===== src/rtl/alu_multicycle.sv =====
// alu_multicycle: 8-opcode ALU with registered G/Zero and a Done pulse per result.
// Define ALU_MUL_EN to make opcode 111 a WIDTH-cycle shift-add multiply; otherwise 111 yields 0.
module alu_multicycle #(
  parameter int WIDTH = 16
) (
  input  logic             Clock,
  input  logic             Resetn,
  input  logic             Start,
  input  logic [2:0]       Control,
  input  logic [WIDTH-1:0] A,
  input  logic [WIDTH-1:0] Bus,
  output logic [WIDTH-1:0] G,
  output logic             Done,
  output logic             Busy,
  output logic             Zero
);
  localparam int SW = $clog2(WIDTH);
  logic [WIDTH-1:0] alu_r, g_q, g_d;
  logic zero_q, zero_d, done_q, done_d;
  always_comb begin
    alu_r = '0;
    case (Control)
      3'b000:  alu_r = A + Bus;
      3'b001:  alu_r = A - Bus;
      3'b010:  alu_r = A & Bus;
      3'b011:  alu_r = {WIDTH{A < Bus}};
      3'b100:  alu_r = A | Bus;
      3'b101:  alu_r = A ^ Bus;
      3'b110:  alu_r = A << Bus[SW-1:0];
      default: alu_r = '0;
    endcase
  end
`ifdef ALU_MUL_EN
  typedef enum logic {IDLE, MUL} state_t;
  state_t state_q, state_d;
  logic [WIDTH-1:0] acc_q, acc_d, mcand_q, mcand_d, mplier_q, mplier_d, acc_nx;
  logic [SW-1:0] cnt_q, cnt_d;
  // Operands are latched at Start, so input changes during MUL cannot reach the product.
  assign acc_nx = acc_q + (mplier_q[0] ? mcand_q : '0);
  always_comb begin
    state_d  = state_q;
    acc_d    = acc_q;
    mcand_d  = mcand_q;
    mplier_d = mplier_q;
    cnt_d    = cnt_q;
    g_d      = g_q;
    zero_d   = zero_q;
    done_d   = 1'b0;
    if (state_q == IDLE) begin
      if (Start && Control == 3'b111) begin
        state_d  = MUL;
        acc_d    = '0;
        mcand_d  = A;
        mplier_d = Bus;
        cnt_d    = '0;
      end else if (Start) begin
        g_d    = alu_r;
        zero_d = alu_r == '0;
        done_d = 1'b1;
      end
    end else begin
      acc_d    = acc_nx;
      mcand_d  = mcand_q << 1;
      mplier_d = mplier_q >> 1;
      cnt_d    = cnt_q + SW'(1);
      if (cnt_q == SW'(WIDTH - 1)) begin
        state_d = IDLE;
        g_d     = acc_nx;
        zero_d  = acc_nx == '0;
        done_d  = 1'b1;
      end
    end
  end
  always_ff @(posedge Clock) begin
    if (!Resetn) begin
      state_q  <= IDLE;
      acc_q    <= '0;
      mcand_q  <= '0;
      mplier_q <= '0;
      cnt_q    <= '0;
    end else begin
      state_q  <= state_d;
      acc_q    <= acc_d;
      mcand_q  <= mcand_d;
      mplier_q <= mplier_d;
      cnt_q    <= cnt_d;
    end
  end
  assign Busy = state_q == MUL;
`else
  always_comb begin
    g_d    = Start ? alu_r : g_q;
    zero_d = Start ? alu_r == '0 : zero_q;
    done_d = Start;
  end
  assign Busy = 1'b0;
`endif
  always_ff @(posedge Clock) begin
    if (!Resetn) begin
      g_q    <= '0;
      zero_q <= 1'b1;
      done_q <= 1'b0;
    end else begin
      g_q    <= g_d;
      zero_q <= zero_d;
      done_q <= done_d;
    end
  end
  assign G    = g_q;
  assign Zero = zero_q;
  assign Done = done_q;
endmodule

===== config.mk =====
export PLATFORM = sky130hd
export DESIGN_NAME = alu_multicycle
export DESIGN_NICKNAME = d
export VERILOG_FILES = /design/src/rtl/alu_multicycle.sv
export SDC_FILE = /design/constraint.sdc
export NUM_CORES = 1
export LEC_CHECK = 0
export CELL_PAD_IN_SITES_DETAIL_PLACEMENT = 0
export CELL_PAD_IN_SITES_GLOBAL_PLACEMENT = 2
export CORE_ASPECT_RATIO = 0.75
export CORE_MARGIN = 3
export CORE_UTILIZATION = 32
export DETAILED_ROUTE_END_ITERATION = 10
export PLACE_DENSITY = 0.86
export SLEW_MARGIN = 20
export SYNTH_ARGS = -nofsm -noshare
export SYNTH_HDL_FRONTEND = slang
export SYNTH_SLANG_ARGS = --single-unit

===== constraint.sdc =====
create_clock -name Clock -period 5.2 [get_ports Clock]
set_input_delay 1.04 -clock Clock [delete_from_list [all_inputs] [get_ports Clock]]
set_output_delay 1.04 -clock Clock [all_outputs]
set_load 0.005 [all_outputs]

==> impl_metrics.yaml, run 1 <==
floorplan:
  rows: 34
  design.die.area_um2: 13800
  io_pins: 57
  start_util_pct: 33.5
  fp.dieH_um: 102
  core_um2: 11800
  die_w_um: 134
critical_path:
  cp_slowest_cell: "clkdlybuf4s50_1"
  arrival_ps: 4990
  worstPathCellList: "clkdlybuf4s50_1 -> inv_1 -> ha_1 -> nor2_1 -> o311ai_0 -> a31oi_1 -> a211oi_1 -> nor3_1 -> nor4_1 -> a21boi_0 -> and4_1 -> a311o_1"
  setup.worst_path.start_class: "primary input"
  crit_type: "primary input to register"
  cpPeakStageDelay_ps: 630
  critPathBufInv: 2
  end_kind: "register"
  cp.required_ps: 5390
  critPathTopFamily: "compound AO/OA/AOI/OAI gates"
  critPathMaxFanout: 8
clock_tree:
  hold_buffers: 0
  cts_buffers: 3
  cts_buffer_depth: 2
  clk_latency_ps: 240
  clockRootBuffer: "clkbuf_16"
  cts.sinks: 18
  postCtsSetupBuffers: 0
  clkTransAtPathRegs_ps: 50
  cts_tree: "built"
  ctsResizeCount: 0
  cts_max_level: 1
global_routing:
  grt_antenna_before_repair: 0
  grt_overflow_total: 0
  globalRouteTotalUtil_pct: 21.1
  grt_first_pass_wirelength_um: 23100
  grt_max_degree: 32
  grt_pass1_vias: 4040
timing:
  period_share_pct: 92.5
  worstMarginPinSlew_ps: 771
  drv_slew: 0
  max_freq_mhz: 208
  slew_headroom_pct: 48.6
  rsz0062_at_grt: "no"
  post-route-min-period_ps: 4810
  hold_ws_ps: 483
  hold_viol_final: 0
  skew_ps: 0
  fin_setup_tns_ps: 0
  setup_viol: 0
cells_and_area:
  fillers: 1246
  area.growth.synth_to_final_pct: 20.3
  n_antenna_cell: 0
  layout-drive-gt1-share_pct: 10.3
  fin_nets: 674
  final_cell_count_no_fill: 742
synthesis:
  synthTopCellsByArea: "ha_1 16%, dfxtp_1 9.1%, nor2_1 5.5%"
  synthTopCellsByCount: "58 x nor2_1, 52 x ha_1, 42 x a21oi_1"
  synthCells: 531
  syn_area_per_cell_um2: 7.46
  ys.flop_type: "dfxtp_1"
  synth_warnings: 0
  synth.most_common_cell: "nor2_1"
  synth_edf_count: 0
  netlist_area_um2: 3960
  ys_async_sr_fraction_pct: 0
  ys_seq_area_share_pct: 9.10
  yosysTopAreaCellShare_pct: 16.4
  ys_ff_latch: 18
  synth_fp_nets: 623
  synth_area_leader_cell: "ha_1"
  ys_types: 80
power:
  cellLeakagePower_nw: 1.98
  powerDensity_nw_per_um2: 160
  peakVddDrop_mv: 0.128
route:
  wirelength_um: 14800
  vias_per_cell: 5.89
  dr.pass1.iters: 5
  wl_per_cell_um: 19.9
  drt_iter0_drc: 310
  drc: 0
  vias: 4368
  ant_nets: 0
place:
  gp_routability_congestion: 0.962
  io_buffers: 55
  dpl.hpwl_um: 11900
  dp_cells: 739
min_path:
  hold_class: "register to register"
run_status:
  status: "finished clean"
flow_run:
  maxCapViolCount: 0
path summary, 6_finish.rpt:
| check | endpoint | cells after the start | start | slack (ps) |
|---|---|---|---|---|
| worst max-delay path | Zero$_SDFFE_PN1P_ | 12 | A[1] | 390 |
| worst min-delay path | G[4]$_SDFFE_PN0P_ | 2 | G[4]$_SDFFE_PN0P_ | 480 |
| worst max register to register | Zero$_SDFFE_PN1P_ | 2 | Zero$_SDFFE_PN1P_ | 4320 |
| worst min register to register | G[4]$_SDFFE_PN0P_ | 2 | G[4]$_SDFFE_PN0P_ | 480 |
sequential cells by signal, indices dropped and copies added, names as in the netlist:
name	cells
Zero	1
Done	1
G	16
cells by family after synthesis:
kind of cell	Yosys count	share of synthesized area [%]
AO/OA/AOI/OAI	176	31.4
AND/OR/NAND/NOR	172	21.6
buffers and inverters	78	9.51
adder cells (fa/ha/maj)	54	17.4
multiplexers	25	9.26
flip-flops	18	9.10
XOR/XNOR	7	1.55
other	1	0.0947
through the flow:
step                util (%)  setup WS [ps]  instance area (um^2)  total power [mW]
floorplan                  -           1100                  3960             0.444
global placement        39.7            324                  4690             0.605
detailed placement      39.7            235                  4690             0.608
CTS                     40.3            477                  4760             0.756
global route            40.3            161                  4760             0.813
finish                  40.3            392                  4760             0.761
worst min-delay path, stage by stage, from the launching register on:
cell	delay, ps
dfxtp_1	300
nor2_1	80
a211oi_1	50
where the power goes:
group	switching, mW	internal, mW
Clock	0.0450	0.101
Sequential	0.00560	0.150
Combinational	0.265	0.194
Total	0.316	0.445
per-layer routing:
metal / GRT usage [%] / wire (um) / part of all wire, % / vias to the layer above
met3: 1.43 / 1150 / 7.7 / 10
li1: - / - / - / 2072
met1: 34.5 / 7500 / 51 / 2094
met5: 0 / 0 / 0 / -
met4: 3.05 / 104 / 0.70 / 0
met2: 30.2 / 6050 / 41 / 192
layout by cell type, fill, tap and decap left out, types with 8 or more instances in the layout:
cell type / Yosys / final
mux4_2: 9 / 9
nor2b_1: 10 / 10
nand3_1: 8 / 8
ha_1: 52 / 52
buf_4: 1 / 25
a211oi_1: 19 / 19
nor4_1: 10 / 10
nand2_1: 36 / 36
a21oi_1: 42 / 42
nand2b_1: 8 / 8
dfxtp_1: 18 / 18
inv_1: 41 / 41
nor3_1: 13 / 13
o21ai_0: 30 / 30
a221oi_1: 8 / 8
clkdlybuf4s50_1: 1 / 55
nor2_1: 58 / 58
mux2i_1: 13 / 13
layout make-up:
class	instances	area (um^2)	area share, %
Clock buffer	3	75.1	1.58
Inverter	44	165	3.47
Multi-Input combinational cell	435	3220	67.6
Sequential cell	18	360	7.56
Tap cell	162	203	4.25
Timing Repair Buffer	80	738	15.5
(Power assumes the default switching activity.)
==> run 2, diff against run 1 <==
- SKIP_CTS_REPAIR_TIMING: default -> 1
==> results of run 2 <==
Final layout, timing and power as in run 1 (identical DEF).
==> run 3, diff against run 2 <==
- CORE_UTILIZATION: 32 -> 38
- DONT_BUFFER_PORTS: default -> 1
- PLACE_DENSITY: 0.86 -> 0.87
==> impl_metrics.yaml, run 3 (synthesis results as in run 1) <==
critical_path:
  setup.worst_path.start_class: "primary input"
  critPathMaxFanout: 13
  r2r-start: "Zero$_SDFFE_PN1P_"
  end_kind: "register"
  crit_type: "primary input to register"
  cp.required_ps: 5390
  arrival_ps: 4240
  crit_path_start: "Bus[2]"
place:
  io_buffers: 0
  post_dp_cell_area_um2: 3940
  gp_routability_congestion: 0.978
  dpl.hpwl_um: 11000
  place_ws_ps: 918
  dp_cells: 633
cells_and_area:
  stdcell_area_um2: 4020
  largest_reg_flops: 16
  area.growth.synth_to_final_pct: 1.48
  fillers: 1049
  layout-drive-gt1-share_pct: 7.74
  n_antenna_cell: 0
  final_common_cell: "nor2_1"
  fin_util_pct: 40.6
  mostFrequentLayoutCells: "58 x nor2_1, 52 x ha_1, 42 x a21oi_1"
  fin_nets: 598
  final_cell_count_no_fill: 636
power:
  switching_power_mw: 0.271
  seq_power_share_pct: 24.0
  power.internal_mw: 0.393
  power_switching_share_pct: 40.8
  cellLeakagePower_nw: 1.67
  comb_power_share_pct: 53.9
  powerDensity_nw_per_um2: 165
  peakVddDrop_mv: 0.0739
  p_total_mw: 0.664
  p_clk_share_pct: 22.1
clock_tree:
  clk_latency_ps: 240
  cts.sinks: 18
  clkTransAtPathRegs_ps: 50
  cts_buffer_depth: 2
  cts_buffers: 3
  cts_max_level: 1
  clockRootBuffer: "clkbuf_16"
  cts_tree: "built"
timing:
  skew_ps: 0
  rsz0062_at_grt: "no"
  hold_ws_ps: 503
  post-route-min-period_ps: 4050
  fin_setup_tns_ps: 0
  setup_ws_ps: 1150
  setup_viol: 0
  worstMarginPinSlew_ps: 943
  max_freq_mhz: 247
  drv_slew: 0
  slew_headroom_pct: 37.0
  period_share_pct: 77.9
  hold_viol_final: 0
global_routing:
  grt_pass1_vias: 3738
  grt_max_degree: 32
  grt_antenna_before_repair: 0
  globalRouteTotalUtil_pct: 23.1
  grt_first_pass_wirelength_um: 21200
  grt_overflow_total: 0
route:
  dr.pass1.iters: 6
  drt_iter0_drc: 341
  ant_nets: 0
  wirelength_um: 13900
  wl_per_cell_um: 21.8
  vias_per_cell: 6.39
  drc: 0
  vias: 4064
floorplan:
  io_pins: 57
  fp.dieH_um: 94.4
  design.die.area_um2: 11700
  rows: 31
  die_w_um: 124
  start_util_pct: 40.0
  core_um2: 9890
run_status:
  status: "finished clean"
min_path:
  holdCritStartpoint: "G[11]$_SDFFE_PN0P_"
  hold_class: "register to register"
flow_run:
  maxCapViolCount: 0
==> run 3: cell types whose count changed in the layout (fill, tap and decap cells not counted), sizes merged <==
cell,previous run,this run
buf,25,4
clkdlybuf4s50,55,0
==> run 3: final timing paths <==
path                             end  slack (ps)  depth (start not counted)
hold reg to reg   G[11]$_SDFFE_PN0P_         500                          2
hold / removal    G[11]$_SDFFE_PN0P_         500                          2
setup reg to reg   Zero$_SDFFE_PN1P_        4310                          2
setup / recovery   Zero$_SDFFE_PN1P_        1150                         11
==> run 3: cell type report <==
cell class | count | area (um^2) | share of cell area, %
timing repair buffer | 4 | 30.0 | 0.747
tap | 132 | 165 | 4.11
clock buffer | 3 | 75.1 | 1.87
sequential | 18 | 360 | 8.97
inverter | 44 | 165 | 4.11
multi-input combinational | 435 | 3220 | 80.2
==> run 3: layer usage <==
layer	vias to the layer above	GRT usage (%)	part of all wire, %
li1	1915	-	-
met2	204	33.5	41
met1	1923	35.9	47
met3	22	4.19	11
met5	-	0	0
met4	0	3.23	1.3
==> run 3: power by group through the flow <==
stage | clock network (mW) | registers (mW) | logic (mW)
detailed placement | 0 | 0.162 | 0.347
floorplan | 0 | 0.159 | 0.285
CTS | 0.149 | 0.160 | 0.349
finish | 0.147 | 0.159 | 0.358
global route | 0.156 | 0.161 | 0.388
global placement | 0 | 0.162 | 0.346
==> run 3: worst max-delay path, stage by stage <==
cell	delay, ps
inv_1	310
ha_1	400
nand2b_1	130
o311ai_0	230
a31oi_1	510
a41oi_1	280
a221o_1	340
a211oi_1	410
and4_1	250
and4_1	190
a311o_1	150
